===== config.mk =====
export PLATFORM = sky130hd
export DESIGN_NAME = regfile_debug_scanner
export DESIGN_NICKNAME = d
export VERILOG_FILES = /design/src/rtl/regfile_debug_scanner_pkg.sv /design/src/rtl/regfile_debug_scanner.sv
export SDC_FILE = /design/constraint.sdc
export NUM_CORES = 1
export LEC_CHECK = 0
export BUFFER_PORTS_ARGS = -buffer_cell sky130_fd_sc_hd__buf_2
export CORE_MARGIN = 2
export CORE_UTILIZATION = 42
export CTS_CLUSTER_DIAMETER = 40
export CTS_CLUSTER_SIZE = 40
export DETAILED_ROUTE_END_ITERATION = 6
export PLACE_DENSITY = 0.81
export SLEW_MARGIN = 30
export SYNTH_ARGS = -nofsm -noshare
export SYNTH_HDL_FRONTEND = slang
export SYNTH_SLANG_ARGS = --single-unit

===== constraint.sdc =====
create_clock -name clock -period 1.8 [get_ports clock]
set_input_delay 0.18 -clock clock [delete_from_list [all_inputs] [get_ports clock]]
set_output_delay 0.18 -clock clock [all_outputs]
set_load 0.05 [all_outputs]

===== src/rtl/regfile_debug_scanner_pkg.sv =====
// Shared widths and scan FSM state encoding for the register file debug scanner.
package regfile_debug_scanner_pkg;

  localparam int unsigned REG_ADDR_W = 5;
  localparam int unsigned REG_DATA_W = 32;
  localparam int unsigned NUM_REGS   = 32;

  typedef enum logic [2:0] {
    IDLE   = 3'd0,
    SETUP  = 3'd1,
    STROBE = 3'd2,
    SETTLE = 3'd3,
    SEND   = 3'd4
  } scan_state_t;

endpackage


===== src/rtl/regfile_debug_scanner.sv =====
// Walks a register address range over the register file debug port and streams
// each captured word, tagged with its address, on a valid/ready interface.
module regfile_debug_scanner
  import regfile_debug_scanner_pkg::*;
#(
  parameter int unsigned ADDR_W        = REG_ADDR_W,
  parameter int unsigned DATA_W        = REG_DATA_W,
  parameter int unsigned SETTLE_CYCLES = 1
) (
  input  logic              clock,
  input  logic              reset,
  input  logic              start,
  input  logic              abort,
  input  logic [ADDR_W-1:0] first_addr,
  input  logic [ADDR_W-1:0] last_addr,
  output logic [ADDR_W-1:0] read_address_debug,
  output logic              clock_debug,
  input  logic [DATA_W-1:0] data_output_debug,
  output logic              out_valid,
  input  logic              out_ready,
  output logic [ADDR_W-1:0] out_addr,
  output logic [DATA_W-1:0] out_data,
  output logic              out_last,
  output logic              busy,
  output logic              done
);

  localparam int unsigned CNT_W = (SETTLE_CYCLES > 1) ? $clog2(SETTLE_CYCLES) : 1;
  localparam logic [CNT_W-1:0] CNT_LAST = CNT_W'(SETTLE_CYCLES - 1);

  scan_state_t       r_state, w_state_nxt;
  logic [ADDR_W-1:0] r_cur, w_cur_nxt;
  logic [ADDR_W-1:0] r_last, w_last_nxt;
  logic [CNT_W-1:0]  r_cnt, w_cnt_nxt;
  logic [ADDR_W-1:0] r_rd_addr, w_rd_addr_nxt;
  logic              r_clk_dbg, w_clk_dbg_nxt;
  logic              r_out_valid, w_out_valid_nxt;
  logic [ADDR_W-1:0] r_out_addr, w_out_addr_nxt;
  logic [DATA_W-1:0] r_out_data, w_out_data_nxt;
  logic              r_out_last, w_out_last_nxt;
  logic              r_busy, w_busy_nxt;
  logic              r_done, w_done_nxt;
  logic [ADDR_W-1:0] w_cur_inc;

  assign w_cur_inc = ADDR_W'(r_cur + 1'b1);

  // State and registered outputs
  always_ff @(posedge clock) begin
    if (reset) begin
      r_state     <= IDLE;
      r_cur       <= '0;
      r_last      <= '0;
      r_cnt       <= '0;
      r_rd_addr   <= '0;
      r_clk_dbg   <= 1'b0;
      r_out_valid <= 1'b0;
      r_out_addr  <= '0;
      r_out_data  <= '0;
      r_out_last  <= 1'b0;
      r_busy      <= 1'b0;
      r_done      <= 1'b0;
    end else begin
      r_state     <= w_state_nxt;
      r_cur       <= w_cur_nxt;
      r_last      <= w_last_nxt;
      r_cnt       <= w_cnt_nxt;
      r_rd_addr   <= w_rd_addr_nxt;
      r_clk_dbg   <= w_clk_dbg_nxt;
      r_out_valid <= w_out_valid_nxt;
      r_out_addr  <= w_out_addr_nxt;
      r_out_data  <= w_out_data_nxt;
      r_out_last  <= w_out_last_nxt;
      r_busy      <= w_busy_nxt;
      r_done      <= w_done_nxt;
    end
  end

  // Next state and next output values; strobe and done are single-cycle by default
  always_comb begin
    w_state_nxt     = r_state;
    w_cur_nxt       = r_cur;
    w_last_nxt      = r_last;
    w_cnt_nxt       = r_cnt;
    w_rd_addr_nxt   = r_rd_addr;
    w_clk_dbg_nxt   = 1'b0;
    w_out_valid_nxt = r_out_valid;
    w_out_addr_nxt  = r_out_addr;
    w_out_data_nxt  = r_out_data;
    w_out_last_nxt  = r_out_last;
    w_busy_nxt      = r_busy;
    w_done_nxt      = 1'b0;

    if (abort) begin
      // Abort also masks a simultaneous start in IDLE; the pending beat is dropped
      w_state_nxt     = IDLE;
      w_out_valid_nxt = 1'b0;
      w_busy_nxt      = 1'b0;
    end else begin
      case (r_state)
        IDLE: begin
          if (start) begin
            w_cur_nxt     = first_addr;
            w_last_nxt    = last_addr;
            w_rd_addr_nxt = first_addr;
            w_busy_nxt    = 1'b1;
            w_state_nxt   = SETUP;
          end
        end
        SETUP: begin
          w_clk_dbg_nxt = 1'b1;
          w_state_nxt   = STROBE;
        end
        STROBE: begin
          w_cnt_nxt   = '0;
          w_state_nxt = SETTLE;
        end
        SETTLE: begin
          if (r_cnt == CNT_LAST) begin
            w_out_data_nxt  = data_output_debug;
            w_out_addr_nxt  = r_cur;
            w_out_last_nxt  = (r_cur == r_last);
            w_out_valid_nxt = 1'b1;
            w_state_nxt     = SEND;
          end else begin
            w_cnt_nxt = CNT_W'(r_cnt + 1'b1);
          end
        end
        SEND: begin
          if (r_out_valid && out_ready) begin
            w_out_valid_nxt = 1'b0;
            if (r_out_last) begin
              w_busy_nxt  = 1'b0;
              w_done_nxt  = 1'b1;
              w_state_nxt = IDLE;
            end else begin
              w_cur_nxt     = w_cur_inc;
              w_rd_addr_nxt = w_cur_inc;
              w_state_nxt   = SETUP;
            end
          end
        end
        default: begin
          w_state_nxt = IDLE;
        end
      endcase
    end
  end

  assign read_address_debug = r_rd_addr;
  assign clock_debug        = r_clk_dbg;
  assign out_valid          = r_out_valid;
  assign out_addr           = r_out_addr;
  assign out_data           = r_out_data;
  assign out_last           = r_out_last;
  assign busy               = r_busy;
  assign done               = r_done;

endmodule


==> summary.txt <==
outcome -> finished clean
Crit path largest cell delay -> 0.51 ns
Top Family by Delay on Critical Path -> compound AO/OA/AOI/OAI gates
Routed Antenna Nets -> 0
post-synth top area share -> 0.5049
leakage power -> 1.184 nW
initial antenna violation count -> 0
HP Class -> in -> reg
#FFs+latches synth -> 55
Die W -> 76.06 µm
post-CTS setup buffers -> 0
Layout area overhead -> 29.37%
Tcrit/Tclk final -> 0.9430
Cells after DPL -> 417
full die area -> 5785 µm²
Worst EP required -> 1.98 ns
Net Count, Synth -> 317
global route overflow -> 0
Max transition margin -> 0.6923
via count -> 2,096
Core Rows -> 26
Seq/Total Area, Yosys -> 0.5049
worst path arrival time -> 1.88 ns
layout cells sized above 1 -> 0.3230
max-cap viol count -> 0
synth top area cells -> dfxtp_1 (50%), nand2_1 (15%), a21oi_1 (11%), clkbuf_1 (2.8%), o21ai_0 (2.1%)
post-layout min period -> 1.697 ns
Sequential Area -> 1101 µm²
dpl hpwl -> 3537 µm
CP Cell Sequence -> or3b_1, o32ai_4, a21boi_0, o22ai_1
First DRT Iteration DRCs -> 58
IO Count -> 94
H-tree depth -> 2
Max FO, Critical Path -> 8
Setup crit start kind -> flip-flop
Starting Density -> 0.4297
Avg Inst Size Synth -> 8.107 µm²
# hold bufs at CTS -> 0
final net count -> 403
DRC errors left -> 0
cell area after layout -> 2821 µm²
fillers -> 502
Final Setup Violations -> 0
Synthesis Warnings -> 0
EDFF count, synth -> 0
vias in the first global route -> 1,950
Clock Skews -> 0.008894 ns
vias per cell -> 4.920
Post-synth ARST share -> 0
Worst VDD drop -> 418.6 µV
Max Fclk -> 0.5891 GHz
Clock Tree Root -> clkbuf_8
final RePlAce weighted congestion -> 0.7826
synthesized cell area -> 2181 µm²
worst slew pin tran -> 0.4616 ns
final hold violations -> 0
fin. max-slew vios -> 0
Max Root-Sink Buffers -> 2
commonest register cell after synthesis -> dfxtp_1
drt total wl -> 5083 µm
post-route non-filler standard cell count -> 426
first-pass GRT wire length -> 8424 µm
CTS tree -> yes
CP max stage cell -> or3b_1
Reg clk slew, reported paths -> 0.09 ns
Core ar. -> 5075 µm²
CTS-repair resized insts -> 0
total CTS buffers -> 5
largest area contributor in the netlist -> dfxtp_1
Avg WL per Cell -> 11.93 µm
dpl cell area -> 2691 µm²
Die Ht -> 76.06 µm
Distinct cells, synth -> 34
PD cells -> 763.4 nW/µm²
crit end category -> flip-flop
global router's overall resource usage -> 0.1744
Buf/Inv on CP -> 0
Synth Instances -> 269
Crit Path Category -> reg -> reg
Detailed Routing Iterations Pass 1 -> 4
Final Power -> 2.154 mW
clk_lat worst skew -> 0.29 ns
clock sinks -> 55
IO Port Bufs -> 93
area of the multi-input gates -> 1006 µm²
largest net degree at the start of global routing -> 39
diodes inserted -> 0
## metal layers
layer / global-route usage / wire [µm]
met1: 0.2041 / 2294
met2: 0.3143 / 2441
met4: 0.06727 / 59
met3: 0.03436 / 288
met5: 0 / 0
## cell families after synthesis
logic type	after synthesis	share of synthesized area
simple gates	117	0.2352
compound gates	68	0.1813
flops	55	0.5049
buf+inv	22	0.04876
xor+xnor	6	0.02410
fa+ha+maj	1	0.005736
## registers in the layout, summed over array words and instances, names as in the netlist
signal,count
busy,1
done,1
r_last,5
clock_debug,1
r_state,3
out_addr,5
out_last,1
out_data,32
out_valid,1
read_address_debug,5
## cell type report
class,count,area share
Inverter,1,0.001330
Clock buffer,8,0.03548
Timing Repair Buffer,99,0.1854
Sequential cell,55,0.3902
Multi-Input combinational cell,193,0.3565
Tap cell,70,0.03104
## worst paths after layout
check                                          start  slack, ns  cells after the start                     to
worst max-delay path                      r_state[0]       0.10                      4  read_address_debug[4]
worst max register to register            r_state[0]       0.10                      4  read_address_debug[4]
worst min-delay path            data_output_debug[1]       0.11                      3            out_data[1]
worst min register to register           out_data[5]       0.45                      2            out_data[5]
## stage by stage
stage	util	hold slack (ns)	setup WS (ns)	setup TNS [ns]
after floorplan	-	0.3160	0.06810	0
after global placement	0.5303	0.4200	0.1037	0
after detailed placement	0.5303	0.4258	0.06126	0
after CTS	0.5500	0.1032	0.04220	0
after global routing	0.5560	0.1096	-0.01431	-0.01431
final	0.5560	0.1130	0.1026	0
## layout by cell type (no fill, tap or decap)
cell type  synthesis  layout
buf_2              1      93
nand2_1           86      86
dfxtp_1           55      55
a21oi_1           48      48
o21ai_0            9       9
clkbuf_8           0       7
nor3_1             5       5
buf_4              0       5
nor2_1             5       4
and2_1             3       3
nand2b_1           3       3
xor2_1             3       3
xnor2_1            3       3
nand3b_1           2       2
nor3b_1            2       2
or2_2              3       2
nand3_1            2       2
o32ai_4            1       2
a21boi_0           2       2
o22ai_1            2       2
nand4_1            2       2
nor2_2             0       1
or2_4              0       1
or4b_4             1       1
or3b_1             1       1
o21ai_1            1       1
nor4b_1            1       1
inv_1              1       1
nor2b_1            1       1
o2bb2ai_1          1       1
a311oi_1           1       1
a21oi_2            1       1
a311oi_2           1       1
o311ai_0           1       1
ha_1               1       1
clkbuf_1          16       1
buf_12             0       1
## synth_stat cells, drive strengths merged, types with 2 or more instances
cell type,count
o22ai,2
nand3,2
and2,3
xor2,3
nand2,86
nor2,5
o21ai,10
a311oi,2
a21boi,2
a21oi,49
clkbuf,16
nand2b,3
or2,3
buf,5
dfxtp,55
nor3,5
xnor2,3
nand3b,2
nor3b,2
nand4,2
## power by group
part | total [mW] | switching (mW) | internal (mW)
Sequential | 1.25 | 0.0203 | 1.23
Combinational | 0.189 | 0.109 | 0.0802
Clock | 0.713 | 0.361 | 0.352
## worst min-delay path, stage by stage
cell     delay, ns
buf_2         0.09
nand2_1       0.04
a21oi_1       0.05
Power figures use the tool's default switching activity.
